`config.mk`:
```
export PLATFORM = sky130hd
export DESIGN_NAME = fetch_stage_flat
export DESIGN_NICKNAME = d
export VERILOG_FILES = /design/src/rtl/mips_pkg.sv /design/src/rtl/fetch_stage_if.sv /design/src/rtl/fetch_stage_pc_next.sv /design/src/rtl/fetch_stage.sv /design/src/flat_wrapper.sv
export SDC_FILE = /design/constraint.sdc
export NUM_CORES = 1
export LEC_CHECK = 0
export CAP_MARGIN = 20
export CORE_UTILIZATION = 47
export CTS_BUF_LIST = sky130_fd_sc_hd__clkbuf_16
export DETAILED_ROUTE_END_ITERATION = 10
export PLACE_DENSITY = 0.87
export SLEW_MARGIN = 25
export SYNTH_ARGS = -nofsm -noshare
export SYNTH_HDL_FRONTEND = slang
export SYNTH_HIERARCHICAL = 1
export SYNTH_SLANG_ARGS = --single-unit
```
`constraint.sdc`:
```
create_clock -name clk -period 5.4 [get_ports clk]
set_input_delay 1.35 -clock clk [delete_from_list [all_inputs] [get_ports clk]]
set_output_delay 1.35 -clock clk [all_outputs]
set_load 0.02 [all_outputs]
```
`src/rtl/mips_pkg.sv`:
```
// Shared MIPS datapath definitions: default widths, the halt encoding,
// the IF/ID bundle and the next-PC source selector.
package mips_pkg;

  localparam int unsigned AW = 8;
  localparam int unsigned DW = 32;
  localparam logic [31:0] HALT_WORD = 32'h0000_000C;

  typedef struct packed {
    logic [DW-1:0] instr;
    logic [AW-1:0] pc;
  } ifid_t;

  typedef enum logic [1:0] {
    PC_HOLD,
    PC_INC,
    PC_BRANCH,
    PC_JUMP
  } pc_sel_e;

endpackage

```
`src/rtl/fetch_stage_if.sv`:
```
// Fetch-side bus: instruction-memory port plus the IF/ID handshake to decode.
interface fetch_stage_if #(
  parameter int unsigned AW = 8,
  parameter int unsigned DW = 32
);
  logic [AW-1:0] imem_addr_o;
  logic [DW-1:0] imem_rd_i;
  logic [DW-1:0] instr_o;
  logic [AW-1:0] pc_o;
  logic [AW-1:0] pc_plus1_o;
  logic          valid_o;
  logic          ready_i;
  logic          branch_i;
  logic [AW-1:0] branch_off_i;
  logic          jump_i;
  logic [AW-1:0] jump_addr_i;
  logic          halt_o;

  modport master (
    output imem_addr_o, instr_o, pc_o, pc_plus1_o, valid_o, halt_o,
    input  imem_rd_i, ready_i, branch_i, branch_off_i, jump_i, jump_addr_i
  );

  modport slave (
    input  imem_addr_o, instr_o, pc_o, pc_plus1_o, valid_o, halt_o,
    output imem_rd_i, ready_i, branch_i, branch_off_i, jump_i, jump_addr_i
  );
endinterface

```
`src/rtl/fetch_stage_pc_next.sv`:
```
// Combinational next-PC mux: hold, sequential, PC-relative branch or absolute jump.
module pc_next
  import mips_pkg::*;
#(
  parameter int unsigned AW = mips_pkg::AW
) (
  input  logic [AW-1:0] pc,
  input  logic [AW-1:0] ifid_pc,
  input  logic [AW-1:0] branch_off,
  input  logic [AW-1:0] jump_addr,
  input  pc_sel_e       sel,
  output logic [AW-1:0] next_pc
);

  always_comb begin
    next_pc = pc;
    unique case (sel)
      PC_HOLD:   next_pc = pc;
      PC_INC:    next_pc = pc + AW'(1);
      // Offset is as wide as the PC, so modular addition already sign-extends it.
      PC_BRANCH: next_pc = ifid_pc + AW'(1) + branch_off;
      PC_JUMP:   next_pc = jump_addr;
      default:   next_pc = pc;
    endcase
  end

endmodule

```
`src/rtl/fetch_stage.sv`:
```
// MIPS instruction-fetch stage: PC, IF/ID register with valid/ready handoff,
// branch/jump redirect and sticky halt on the syscall word.
module fetch_stage
  import mips_pkg::*;
#(
  parameter int unsigned   AW        = mips_pkg::AW,
  parameter int unsigned   DW        = mips_pkg::DW,
  parameter logic [DW-1:0] HALT_WORD = mips_pkg::HALT_WORD
) (
  input  logic          clk,
  input  logic          rst_n,
  input  logic          run_i,
  input  logic          stall_i,
  fetch_stage_if.master bus
);

  logic [AW-1:0] pc;
  logic [AW-1:0] next_pc;
  ifid_t         ifid;
  logic          valid;
  logic          halt;
  logic          adv;
  logic          redir;
  logic          is_halt;
  pc_sel_e       sel;

  assign adv     = run_i & ~halt & ~stall_i & (~valid | bus.ready_i);
  assign redir   = valid & bus.ready_i & (bus.jump_i | bus.branch_i) & ~halt;
  assign is_halt = (bus.imem_rd_i == HALT_WORD);

  always_comb begin
    sel = PC_HOLD;
    if (redir)              sel = bus.jump_i ? PC_JUMP : PC_BRANCH;
    else if (adv & ~is_halt) sel = PC_INC;
  end

  pc_next #(.AW(AW)) u_pc_next (
    .pc         (pc),
    .ifid_pc    (ifid.pc),
    .branch_off (bus.branch_off_i),
    .jump_addr  (bus.jump_addr_i),
    .sel        (sel),
    .next_pc    (next_pc)
  );

  always_ff @(posedge clk or negedge rst_n) begin
    if (!rst_n) begin
      pc    <= '0;
      ifid  <= '0;
      valid <= 1'b0;
      halt  <= 1'b0;
    end else begin
      pc <= next_pc;
      if (redir) begin
        valid <= 1'b0;
      end else if (adv && is_halt) begin
        // The halt word is swallowed; only the word being handed off drains.
        halt <= 1'b1;
        if (bus.ready_i) valid <= 1'b0;
      end else if (adv) begin
        ifid  <= '{instr: bus.imem_rd_i, pc: pc};
        valid <= 1'b1;
      end else if (valid && bus.ready_i) begin
        valid <= 1'b0;
      end
    end
  end

  assign bus.imem_addr_o = pc;
  assign bus.instr_o     = ifid.instr;
  assign bus.pc_o        = ifid.pc;
  assign bus.pc_plus1_o  = ifid.pc + AW'(1);
  assign bus.valid_o     = valid;
  assign bus.halt_o      = halt;

endmodule

```
`src/flat_wrapper.sv`:
```
// flat-port wrapper written by rule: the top's interface ports become plain ports
module fetch_stage_flat import mips_pkg::*;
#(
  parameter int unsigned   AW        = mips_pkg::AW,
  parameter int unsigned   DW        = mips_pkg::DW,
  parameter logic [DW-1:0] HALT_WORD = mips_pkg::HALT_WORD
)
  (clk, rst_n, run_i, stall_i, bus_imem_addr_o, bus_instr_o, bus_pc_o, bus_pc_plus1_o, bus_valid_o, bus_halt_o, bus_imem_rd_i, bus_ready_i, bus_branch_i, bus_branch_off_i, bus_jump_i, bus_jump_addr_i);
  fetch_stage_if #(.AW(AW), .DW(DW)) bus_i ();
  input  logic clk;
  input  logic rst_n;
  input  logic run_i;
  input  logic stall_i;
  output wire logic [$bits(bus_i.imem_addr_o)-1:0] bus_imem_addr_o;
  output wire logic [$bits(bus_i.instr_o)-1:0] bus_instr_o;
  output wire logic [$bits(bus_i.pc_o)-1:0] bus_pc_o;
  output wire logic [$bits(bus_i.pc_plus1_o)-1:0] bus_pc_plus1_o;
  output wire logic [$bits(bus_i.valid_o)-1:0] bus_valid_o;
  output wire logic [$bits(bus_i.halt_o)-1:0] bus_halt_o;
  input wire logic [$bits(bus_i.imem_rd_i)-1:0] bus_imem_rd_i;
  input wire logic [$bits(bus_i.ready_i)-1:0] bus_ready_i;
  input wire logic [$bits(bus_i.branch_i)-1:0] bus_branch_i;
  input wire logic [$bits(bus_i.branch_off_i)-1:0] bus_branch_off_i;
  input wire logic [$bits(bus_i.jump_i)-1:0] bus_jump_i;
  input wire logic [$bits(bus_i.jump_addr_i)-1:0] bus_jump_addr_i;
  assign bus_imem_addr_o = bus_i.imem_addr_o;
  assign bus_instr_o = bus_i.instr_o;
  assign bus_pc_o = bus_i.pc_o;
  assign bus_pc_plus1_o = bus_i.pc_plus1_o;
  assign bus_valid_o = bus_i.valid_o;
  assign bus_halt_o = bus_i.halt_o;
  assign bus_i.imem_rd_i = bus_imem_rd_i;
  assign bus_i.ready_i = bus_ready_i;
  assign bus_i.branch_i = bus_branch_i;
  assign bus_i.branch_off_i = bus_branch_off_i;
  assign bus_i.jump_i = bus_jump_i;
  assign bus_i.jump_addr_i = bus_jump_addr_i;
  fetch_stage #(.AW(AW), .DW(DW), .HALT_WORD(HALT_WORD)) u_core (.clk(clk), .rst_n(rst_n), .run_i(run_i), .stall_i(stall_i), .bus(bus_i));
endmodule
```
# [Word-level counts from Yosys, hierarchy flattened]
# Index checks and enable logic that the tools add are counted.
[classes] n_addsub=3 multipliers=0 div_mod_pow=0 n_lt_le_gt_ge=0 eq_ne=5 n_shift=0 n_mux=9 n_bitwise=15 n_reduce_logical=7
[ops] operator="== test 32 x 4 -> 1 bit (second input constant)" n=1
[ops] operator="case mux 8 bit (3 select lines)" n=1
[ops] operator="adder 8 x 1 -> 8 bit (second input constant)" n=2
[ops] operator="adder 8 bit" n=1
[ops] operator="AND 1 bit" n=7
[ops] operator="2-to-1 mux 1 bit" n=7
[ops] operator="NOT 1 bit" n=6
[ops] operator="== test 2 bit (second input constant)" n=2
[ops] operator="AND reduction 2 bit" n=2
[ops] operator="nonzero test 4 bit" n=1
[ops] operator="inequality test 3 x 2 -> 1 bit (second input constant)" n=1
[ops] operator="AND reduction 3 bit" n=1
[ops] operator="== test 2 x 1 -> 1 bit (second input constant)" n=1
[ops] operator="logical AND 1 bit" n=2
[ops] operator="logical NOT 2 bit" n=1
[ops] operator="2-to-1 mux 2 bit" n=1
[ops] operator="OR 1 bit" n=2
[word_totals] reg_bits=50 latchBits=0 ramBits=0 mem_bits_ro=0 word_cells=44 n_memories=0

# [Logic depth before layout (Yosys ltp)]
# Gate-level depths: netlist (run 1).
[depth] depth_word=9 mapped_depth=10 ltp_nobuf=8

# [Hierarchy]
# Netlist (run 1), hierarchy kept.
[by_module_without_submodules] module="fetch_stage" n_inst=1 cells_per_inst=129 area_each_um2=2143.3
[by_module_without_submodules] module="pc_next" n_inst=1 cells_per_inst=86 area_each_um2=626.9

# [Least setup slack after synthesis (run 1)]
# No wires, ideal clock.
[synth_path] kind="input to register" from="input bus_branch_i" to="register u_core.pc[1] (netlist: u_core/bus.imem_addr_o[1])" setup_time_ps=139 t_arrival_ps=3302 setup_slack_ps=1959 stages=8 path_buffers=3 path_cell_list="or3b_1 -> a211oi_2 -> o21ai_2 -> buf_6 -> a21bo_2 -> clkbuf_1 -> clkbuf_1 -> mux4_2"
[synth_via] elab_chain_len=6 elab_cells_between_ends=9
[synth_lines] element="start, declared" line_no="flat_wrapper.sv:22" source="input wire logic [$bits(bus_i.branch_i)-1:0] bus_branch_i;"
[synth_lines] element="OR 1 bit *" line_no="fetch_stage.sv:28" source="assign redir = valid & bus.ready_i & (bus.jump_i | bus.branch_i) & ~halt;"
[synth_lines] element="AND 1 bit * (2 in a row)" line_no="fetch_stage.sv:28"
[synth_lines] element="2-to-1 mux 2 bit *" line_no="fetch_stage.sv:33" source="if (redir) sel = bus.jump_i ? PC_JUMP : PC_BRANCH;"
[synth_lines] element="via u_core.sel[0]" line_no="fetch_stage.sv:25" source="pc_sel_e sel;"
[synth_lines] element="== test 2 bit or == test 2 x 1 -> 1 bit (tied branches)" line_no="fetch_stage_pc_next.sv:17" source="unique case (sel)"
[synth_lines] element="case mux 8 bit (3 select lines) *" line_no="fetch_stage_pc_next.sv:17"
[synth_lines] element="via u_core.next_pc[1]" line_no="fetch_stage.sv:18" source="logic [AW-1:0] next_pc;"
[synth_lines] element="end signal, assigned" line_no="fetch_stage.sv:53" source="pc <= next_pc;"
[synth_lines] element="end, declared" line_no="fetch_stage.sv:17" source="logic [AW-1:0] pc;"
# The timed path passes the listed nets; every way through them passes the cells marked *.
# A chain may end at the register's enable or synchronous reset.

# [Final worst setup path (run 1)]
[layout_path] from="input bus_imem_rd_i[21]" to="register u_core.ifid (netlist bit u_core/bus.pc_o[6])"
[layout_via] elab_chain_len=4
[layout_lines] element="start, declared" line_no="flat_wrapper.sv:20" source="input wire logic [$bits(bus_i.imem_rd_i)-1:0] bus_imem_rd_i;"
[layout_lines] element="== test 32 x 4 -> 1 bit" line_no="fetch_stage.sv:29" source="assign is_halt = (bus.imem_rd_i == HALT_WORD);"
[layout_lines] element="logical AND 1 bit" line_no="fetch_stage.sv:56" source="end else if (adv && is_halt) begin"
[layout_lines] element="NOT 1 bit (no source line)"
[layout_lines] element="AND reduction 3 bit (no source line)"
[layout_lines] element="end signal, assigned" line_no="fetch_stage.sv:61" source="ifid <= '{instr: bus.imem_rd_i, pc: pc};"
[layout_lines] element="end, declared" line_no="fetch_stage.sv:19" source="ifid_t ifid;"
# No other way between the ends.

==> key figures, run 1 <==
Outcome
  • Outcome: finished clean

Logic synthesis
  • Synth warnings: 6
  • Post-synth EDFFs: 0
  • Compound-cell area share of the yosys netlist: 0.0876
  • Mapped Cells: 215
  • Cell Area, Synth: 2770 µm²
  • Sequential area share after synthesis: 0.452
  • Post-synth top flop: dfrtp_1
  • Fraction of the mapped netlist area in simple logic gates: 0.0967
  • Mapped Nets: 280
  • Synth top area share: 0.452
  • Mux contribution to synthesized area: 0.238
  • Synth Area in Adders: 0.0479
  • Async S/R FF share, synth: 1.00
  • Largest family of logic cells by synthesized area: multiplexers
  • Synth Register Bits: 50
  • Yosys top cell by area: dfrtp_1
  • Syn avg cell area: 12.9 µm²
  • Xor/xnor cell area share of the yosys netlist: 0.0438
  • Netlist cell types: 51
  • Top post-synthesis cells by area: dfrtp_1 45%, mux2_4 21%, ha_1 4.1%, xnor2_1 2.2%, buf_6 1.6%

Timing
  • Final hold vios: 0
  • Setup Viol. Count Final: 0
  • Tmin final: 3650 ps
  • Unrepaired setup endpoints after global routing: false
  • Final setup TNS: 0 ps
  • Maximum clock frequency: 274 MHz
  • Slew Viols, Final: 0
  • Slew @ Worst Pin: 710 ps
  • Period utilization: 0.676
  • Worst clock skew: 5.43 ps
  • Worst rel slew slack: 0.527

Routing
  • Drt drc: 0
  • Detailed Route Iter0 Violations: 93
  • Routed WL: 7720 µm
  • Drt via density: 5.55
  • Routed len/inst: 19.3 µm
  • Antenna viol nets, final: 0
  • Via count: 2219
  • Total iterations of the first detailed-routing run: 4

Critical path
  • Startpoint types: input pin
  • Peak fanout along the critical path: 41
  • Crit-path leading delay family: buffers and inverters
  • Critical path arrival: 3820 ps
  • Critical Path Stages: 6
  • Crit-path max cell delay: 610 ps
  • Kind of critical path: input pin to register
  • Reg-to-reg setup timing slack: 3340 ps
  • Slowest cell on crit path: buf_4
  • Critical path destination: u_core/bus.pc_o[6]
  • Reg-to-reg endpoint: u_core/bus.imem_addr_o[2]
  • Worst Path Buf+Inv: 2
  • Worst EP required: 5570 ps
  • Worst-path cell chain: clkdlybuf4s50_1, nor4_1, nand4_1, o21ai_4, buf_4, mux2_2
  • Nature of the critical path endpoint: register
  • Worst reg2reg startpoint: u_core/bus.valid_o
  • Critical path launch point: bus_imem_rd_i[21]
  • R2R cell count: 6

Floorplanning
  • Core Region: 5610 µm²
  • Io pins: 113
  • Die area: 6200 µm²
  • Die width: 78.8 µm
  • Die H: 78.8 µm
  • Num rows: 27
  • Initial Util: 0.494

GRT
  • Largest net degree at the start of global routing: 51
  • Vias in the first global route: 2363
  • First-pass GRT wire length: 12300 µm
  • Grt total ovfl: 0
  • Initial antenna violation count: 0
  • Total GRT Usage: 0.264

Clock network
  • Longest Clk Path Bufs: 2
  • Postcts setup bufs: 0
  • Post-CTS resize count: 0
  • H-tree depth: 2
  • # hold bufs at CTS: 0
  • Sinks on Clock Net: 50
  • CTS clk-pin slew, worst paths: 60 ps
  • Clk root buf: clkbuf_16
  • Worst-skew pair later-pin latency: 290 ps
  • TritonCTS buffer count: 5
  • CTS tree: built

Worst hold path
  • Min-delay worst type: register to register

Cells and area
  • Area Growth Syn to Fin: 47.9%
  • Layout net count: 393
  • Non-Filler Instances: 400
  • Layout cells sized above 1: 0.186
  • Most common cell after layout, fill and taps aside: clkdlybuf4s50_1
  • Most frequent cells in the layout: 111 x clkdlybuf4s50_1, 50 x dfrtp_1, 38 x mux2_4
  • Antenna diodes: 0

Placed design
  • PortBufs: 112
  • HPWL after detailed placement: 5570 µm
  • Dpl cells: 393
  • GPL Wtd Cong: 0.760

Power and ir drop
  • Pwr dens: 474 nW/µm²
  • Pwr Total: 0.00194 W
  • Peak supply drop: 281 µV
  • Leakage: 1.83 nW

Job
  • MaxCap Viol Count: 0
## stage by stage
step	instance area, µm²	utilization	worst slack (ps)	hold slack, ps
2_1_floorplan	2770	-	1960	635
3_3_place_gp	3940	0.702	1630	490
3_5_place_dp	3940	0.702	1580	495
4_1_cts	4100	0.731	1740	513
5_1_grt	4100	0.731	1680	527
6_report	4100	0.731	1750	512
## area by class of cell
type	count	area, µm²
clock buffers	5	125
clock inverters	2	33.8
fillers	367	1510
inverters	9	33.8
multi-input cells	148	1430
flip-flops and latches	50	1250
well taps	72	90.1
repair buffers	114	1130
## kinds of logic after synthesis
logic type	count (synthesis)
AND/OR/NAND/NOR	48
adder cells (fa/ha/maj)	10
XOR/XNOR	13
flip-flops	50
multiplexers	44
AO/OA/AOI/OAI	33
buffers and inverters	17
## where the power goes
part / leakage [nW] / internal, W / switching, W / total (W)
registers: 0.595 / 0.000483 / 0.000136 / 0.000619
logic: 1.16 / 0.000531 / 0.000450 / 0.000982
clock network: 0.0773 / 0.000214 / 0.000127 / 0.000341
## worst min-delay path by stage
stage | start | slack [ps] | endpoint | depth (start not counted)
2_1_floorplan | u_core/bus.instr_o[0] | 640 | u_core/bus.instr_o[0] | 1
3_3_place_gp | u_core/bus.instr_o[27] | 490 | u_core/bus.instr_o[27] | 1
3_5_place_dp | u_core/bus.instr_o[21] | 500 | u_core/bus.instr_o[21] | 1
4_1_cts | u_core/bus.instr_o[26] | 510 | u_core/bus.instr_o[26] | 1
5_1_grt | u_core/bus.instr_o[20] | 530 | u_core/bus.instr_o[20] | 1
6_report | u_core/bus.instr_o[26] | 510 | u_core/bus.instr_o[26] | 1
## flip-flops by register name, indices dropped and copies added (netlist names)
| name | cells |
|---|---|
| u_core/bus.instr_o | 32 |
| u_core/bus.imem_addr_o | 8 |
| u_core/bus.pc_o | 8 |
| u_core/bus.halt_o | 1 |
| u_core/bus.valid_o | 1 |
## cell usage after synthesis, types with 3 or more instances
cell type,count
a21oi_1,7
xor2_1,5
buf_6,4
a21o_1,4
nand4_1,4
dfrtp_1,50
nand2_1,8
nor4_1,6
and3_1,3
inv_1,8
mux2_4,38
nand3_1,6
o31ai_1,3
xnor2_1,7
ha_1,9
nor2_1,9
## routing by layer
metal / track usage / vias up / wire length, µm / share of wire
met1: 0.316 / 1077 / 3220 / 0.42
li1: - / 1016 / - / -
met5: 0 / - / 0 / 0
met2: 0.463 / 111 / 3800 / 0.49
met3: 0.0609 / 15 / 549 / 0.071
met4: 0.0926 / 0 / 152 / 0.020
(Power assumes the default switching activity.)
==> run 2, diff against run 1 <==
Settings changed: CORE_UTILIZATION 47 to 43, PLACE_DENSITY 0.87 to 0.81.
Clock period 5.4 ns to 3.5 ns, I/O delays scaled along.
==> run 2 against run 1 <==
Net effect:
- global-route usage shrank 5.3 points
- clock power rose by 62%
- setup slack got worse by 1200 ps
- critical endpoint is now bus_pc_plus1_o[6]
- non-clock buffer count increased by 3
- largest cell class unchanged
- sequential share of layout area fell by 0.26 points
- critical path type is now register to output pin
- core utilization fell by 4.9 points
- total power up 54%
- largest power group unchanged
==> key figures, run 2 (synthesis gave the netlist of run 1 again) <==
Critical path
  • Kind of critical path: register to output pin
  • Critical path arrival: 2080 ps
  • Critical path launch point: u_core/bus.pc_o[1]
  • Crit-path max cell delay: 630 ps
  • Peak fanout along the critical path: 7
  • Worst-path cell chain: ha_1, and3_1, nand3_1, xnor2_1, clkdlybuf4s50_1
  • Slowest cell on crit path: clkdlybuf4s50_1
  • Nature of the critical path endpoint: output pin
  • Worst reg2reg startpoint: u_core/bus.pc_o[0]
  • Worst Path Buf+Inv: 1
  • Crit-path leading delay family: buffers and inverters
  • Startpoint types: register
  • Worst EP required: 2620 ps

Worst hold path
  • Min-delay worst type: register to register
  • Hold Crit Start: u_core/bus.instr_o[0]

Timing
  • Hold WS: 509 ps
  • Maximum clock frequency: 338 MHz
  • Slew Viols, Final: 0
  • Unrepaired setup endpoints after global routing: false
  • Final setup TNS: 0 ps
  • Worst setup margin: 544 ps
  • Period utilization: 0.845
  • Slew @ Worst Pin: 761 ps
  • Worst rel slew slack: 0.493
  • Setup Viol. Count Final: 0
  • Final hold vios: 0
  • Worst clock skew: 5.14 ps
  • Tmin final: 2960 ps

Routing
  • Routed len/inst: 16.8 µm
  • Drt via density: 5.31
  • Antenna viol nets, final: 0
  • Drt drc: 0
  • Detailed Route Iter0 Violations: 53
  • Routed WL: 6850 µm
  • Total iterations of the first detailed-routing run: 4
  • Via count: 2162

Cells and area
  • Most common cell after layout, fill and taps aside: clkdlybuf4s50_1
  • Most frequent cells in the layout: 111 x clkdlybuf4s50_1, 50 x dfrtp_1, 38 x mux2_4
  • Layout net count: 396
  • Largest register FFs: 32
  • Antenna diodes: 0
  • Layout cells sized above 1: 0.199
  • Area Growth Syn to Fin: 49.2%
  • Non-Filler Instances: 407

GRT
  • Total GRT Usage: 0.211
  • Largest net degree at the start of global routing: 35
  • Vias in the first global route: 2145
  • Initial antenna violation count: 0
  • Grt total ovfl: 0
  • First-pass GRT wire length: 10600 µm

Power and ir drop
  • Pwr dens: 724 nW/µm²
  • Peak supply drop: 464 µV
  • Leakage: 1.85 nW

Clock network
  • Clk root buf: clkbuf_16
  • CTS clk-pin slew, worst paths: 60 ps
  • Sinks on Clock Net: 50
  • # hold bufs at CTS: 0
  • Worst-skew pair later-pin latency: 290 ps
  • CTS tree: built
  • Postcts setup bufs: 0
  • TritonCTS buffer count: 5
  • Longest Clk Path Bufs: 2
  • Post-CTS resize count: 0
  • H-tree depth: 2

Placed design
  • Dpl cells: 399
  • Place WS: 271 ps
  • HPWL after detailed placement: 5250 µm
  • GPL Wtd Cong: 0.772
  • PortBufs: 112

Floorplanning
  • Initial Util: 0.457
  • Die area: 6770 µm²
  • Core Region: 6060 µm²
  • Num rows: 28
  • Die H: 82.3 µm
  • Die width: 82.3 µm
  • Io pins: 113

Job
  • MaxCap Viol Count: 0

Outcome
  • Outcome: finished clean
run 2: changes by cell type in the layout (fill, tap and decap cells not counted), sizes merged:
| cell | change |
|---|---|
| clkinvlp | +2 |
| clkinv | -1 |
| buf | +3 |
run 2: layout make-up:
type                            count  area (µm²)
Clock buffer                        5         125
Clock inverter                      3        45.0
Fill cell                         457        1930
Inverter                            9        33.8
Multi-Input combinational cell    148        1430
Sequential cell                    50        1250
Tap cell                           75        93.8
Timing Repair Buffer              117        1150
run 2: worst reg2reg max path, stage by stage (launching register included):
cell and delay, ps:
dfrtp_1 440, inv_1 80, ha_1 240, fa_1 410, xnor2_1 140, mux4_2 450
o31a_1 120
run 2: metal layers:
layer | track usage | wire, µm | vias to the layer above | part of all wire
met2 | 0.369 | 3310 | 92 | 0.48
met4 | 0.0474 | 59 | 0 | 0.0086
met3 | 0.0495 | 619 | 7 | 0.090
met5 | 0 | 0 | - | 0
li1 | - | - | 1020 | -
met1 | 0.262 | 2870 | 1043 | 0.42
run 2: power breakdown:
group	internal (W)	leakage [nW]	switching (W)
registers	0.000745	0.595	0.000206
logic	0.000820	1.18	0.000669
clock network	0.000337	0.0760	0.000216
run 2: per-stage QoR:
stage | power (W) | area (µm²) | util
final | 0.00299 | 4130 | 0.682
after detailed placement | 0.00245 | 3960 | 0.654
after global routing | 0.00317 | 4130 | 0.682
after floorplan | 0.00179 | 2770 | -
after global placement | 0.00242 | 3960 | 0.654
after CTS | 0.00302 | 4130 | 0.682
run 2: path summary, 6_finish.rpt:
path / to / slack, ps / cells after the start
max: bus_pc_plus1_o[6] / 540 / 5
min: u_core/bus.instr_o[0] / 510 / 1
max reg2reg: u_core/bus.imem_addr_o[2] / 1510 / 6
min reg2reg: u_core/bus.instr_o[0] / 510 / 1
max in group asynchronous: u_core/bus.imem_addr_o[1] / 2120 / 2
min in group asynchronous: u_core/bus.instr_o[5] / 660 / 1
==> run 3, diff against run 2 <==
Settings changed: CORE_UTILIZATION 43 to 39, PLACE_DENSITY 0.81 to 0.78.
Clock period 3.5 ns to 2.7 ns, I/O delays scaled along.
==> run 3 against run 2 <==
Net effect:
- design area increased by 7.2%
- total power increased by 32%
- cell count increased by 9.6%
- non-clock buffer count increased by 18
- critical path depth increased by 2
- flip-flop and latch count unchanged
- global-route usage decreased by 1.4 points
- sequential share of layout area decreased by 2.0 points
- clock skew about the same
- core utilization decreased by 3.3 points
- sequential power increased by 27%
- combinational power increased by 37%
==> key figures, run 3 (synthesis gave the netlist of run 1 again) <==
Critical path
  • Crit-path max cell delay: 440 ps
  • Worst EP required: 2870 ps
  • Worst-path cell chain: clkdlybuf4s50_1, nor4b_1, nand4_1, o21ai_4, a21bo_4, mux4_2, o31a_1
  • Reg-to-reg setup timing slack: 690 ps
  • Reg-to-reg endpoint: u_core/bus.imem_addr_o[2]
  • Startpoint types: input pin
  • Worst reg2reg startpoint: u_core/bus.pc_o[0]
  • Peak fanout along the critical path: 3
  • Nature of the critical path endpoint: register
  • Critical path launch point: bus_imem_rd_i[5]
  • Kind of critical path: input pin to register
  • R2R cell count: 7
  • Slowest cell on crit path: clkdlybuf4s50_1
  • Critical path arrival: 2780 ps
  • Critical path destination: u_core/bus.imem_addr_o[2]

Power and ir drop
  • Leakage: 2.02 nW
  • Pwr dens: 894 nW/µm²
  • Pwr Total: 0.00396 W
  • Peak supply drop: 513 µV

GRT
  • Vias in the first global route: 2317
  • First-pass GRT wire length: 11300 µm
  • Initial antenna violation count: 0
  • Total GRT Usage: 0.197
  • Grt total ovfl: 0
  • Largest net degree at the start of global routing: 51

Placed design
  • PortBufs: 112
  • HPWL after detailed placement: 5430 µm
  • Placed Area: 4170 µm²
  • GPL Wtd Cong: 0.773

Floorplanning
  • Die width: 86.3 µm
  • Num rows: 30
  • Core Region: 6830 µm²
  • Die area: 7440 µm²
  • Initial Util: 0.405
  • Io pins: 113
  • Die H: 86.3 µm

Clock network
  • CTS clk-pin slew, worst paths: 70 ps
  • Sinks on Clock Net: 50
  • H-tree depth: 2
  • Clk root buf: clkbuf_16
  • # hold bufs at CTS: 0
  • TritonCTS buffer count: 5
  • CTS tree: built
  • Postcts setup bufs: 0
  • Worst-skew pair later-pin latency: 280 ps
  • Longest Clk Path Bufs: 2

Timing
  • Worst rel slew slack: 0.765
  • Unrepaired setup endpoints after global routing: false
  • Setup Viol. Count Final: 0
  • Worst clock skew: 4.91 ps
  • Slew @ Worst Pin: 344 ps
  • Maximum clock frequency: 384 MHz
  • Final hold vios: 0
  • Final setup TNS: 0 ps
  • Tmin final: 2600 ps
  • Period utilization: 0.964
  • Slew Viols, Final: 0

Cells and area
  • Area Growth Syn to Fin: 60.0%
  • Layout net count: 414
  • Fillcell total: 540
  • Layout cells sized above 1: 0.269
  • Most frequent cells in the layout: 104 x clkdlybuf4s50_1, 49 x dfrtp_1, 38 x mux2_4
  • Fin area: 4430 µm²
  • Largest register FFs: 32
  • Antenna diodes: 0
  • Most common cell after layout, fill and taps aside: clkdlybuf4s50_1

Routing
  • Metal3 WL: 447 µm
  • Met2 routed WL: 3590 µm
  • Via count: 2244
  • Detailed Route Iter0 Violations: 49
  • Routed len/inst: 16.1 µm
  • Top Layer Used: met4
  • Wl on met1: 3080 µm
  • Routed WL: 7200 µm
  • Drt drc: 0
  • Total iterations of the first detailed-routing run: 4
  • Antenna viol nets, final: 0
  • Drt via density: 5.03

Outcome
  • Outcome: finished clean

Worst hold path
  • Min-delay worst type: input pin to async pin

Job
  • MaxCap Viol Count: 0
-- run 3: power by group --
group          internal (W)  leakage [nW]  total (W)  switching [W]
Combinational       0.00111          1.36    0.00204       0.000923
Sequential         0.000967         0.593    0.00121       0.000247
Clock              0.000437        0.0760   0.000710       0.000273
-- run 3: worst max-delay path, delay by kind of cell --
| kind | cells | cell delay (ps) |
|---|---|---|
| simple gates | 2 | 640 |
| compound gates | 3 | 610 |
| buf+inv | 1 | 440 |
| mux | 1 | 420 |
-- run 3: repair_timing --
item                                    CTS  global route
pin swaps                                 2             6
resized for setup                         3            18
hold endpoints to repair                  0             0
endpoints found under the setup margin    4            38
gates cloned                              0             0
-- run 3: area by class of cell --
type	count	area [µm²]	share of cell area
Inverter	9	33.8	0.00762
Timing Repair Buffer	135	1360	0.307
Clock buffer	5	125	0.0282
Tap cell	96	120	0.0271
Multi-Input combinational cell	148	1500	0.337
Sequential cell	50	1250	0.283
Clock inverter	3	45.0	0.0102
-- run 3: how the worst min path moves through the flow --
stage,startpoint,endpoint,slack [ps]
final,rst_n,u_core/bus.instr_o[19],370
after global routing,rst_n,u_core/bus.instr_o[19],390
after CTS,rst_n,u_core/bus.instr_o[21],370
after detailed placement,u_core/bus.instr_o[14],u_core/bus.instr_o[14],490
after global placement,u_core/bus.instr_o[10],u_core/bus.instr_o[10],490
after floorplan,rst_n,u_core/bus.halt_o,380
-- run 3: per-layer routing --
| layer | vias to the layer above | global-route usage |
|---|---|---|
| met4 | 0 | 0.0515 |
| met5 | - | 0 |
| met2 | 101 | 0.335 |
| met3 | 10 | 0.0429 |
| li1 | 1061 | - |
| met1 | 1072 | 0.255 |
-- run 3: per-stage QoR --
step	instances	util	hold slack [ps]	worst slack (ps)
global route	446	0.649	388	6.82
detailed placement	438	0.611	492	-343
finish	446	0.649	372	96.0
global placement	438	0.611	489	-338
floorplan	215	-	379	36.0
CTS	446	0.638	374	7.85
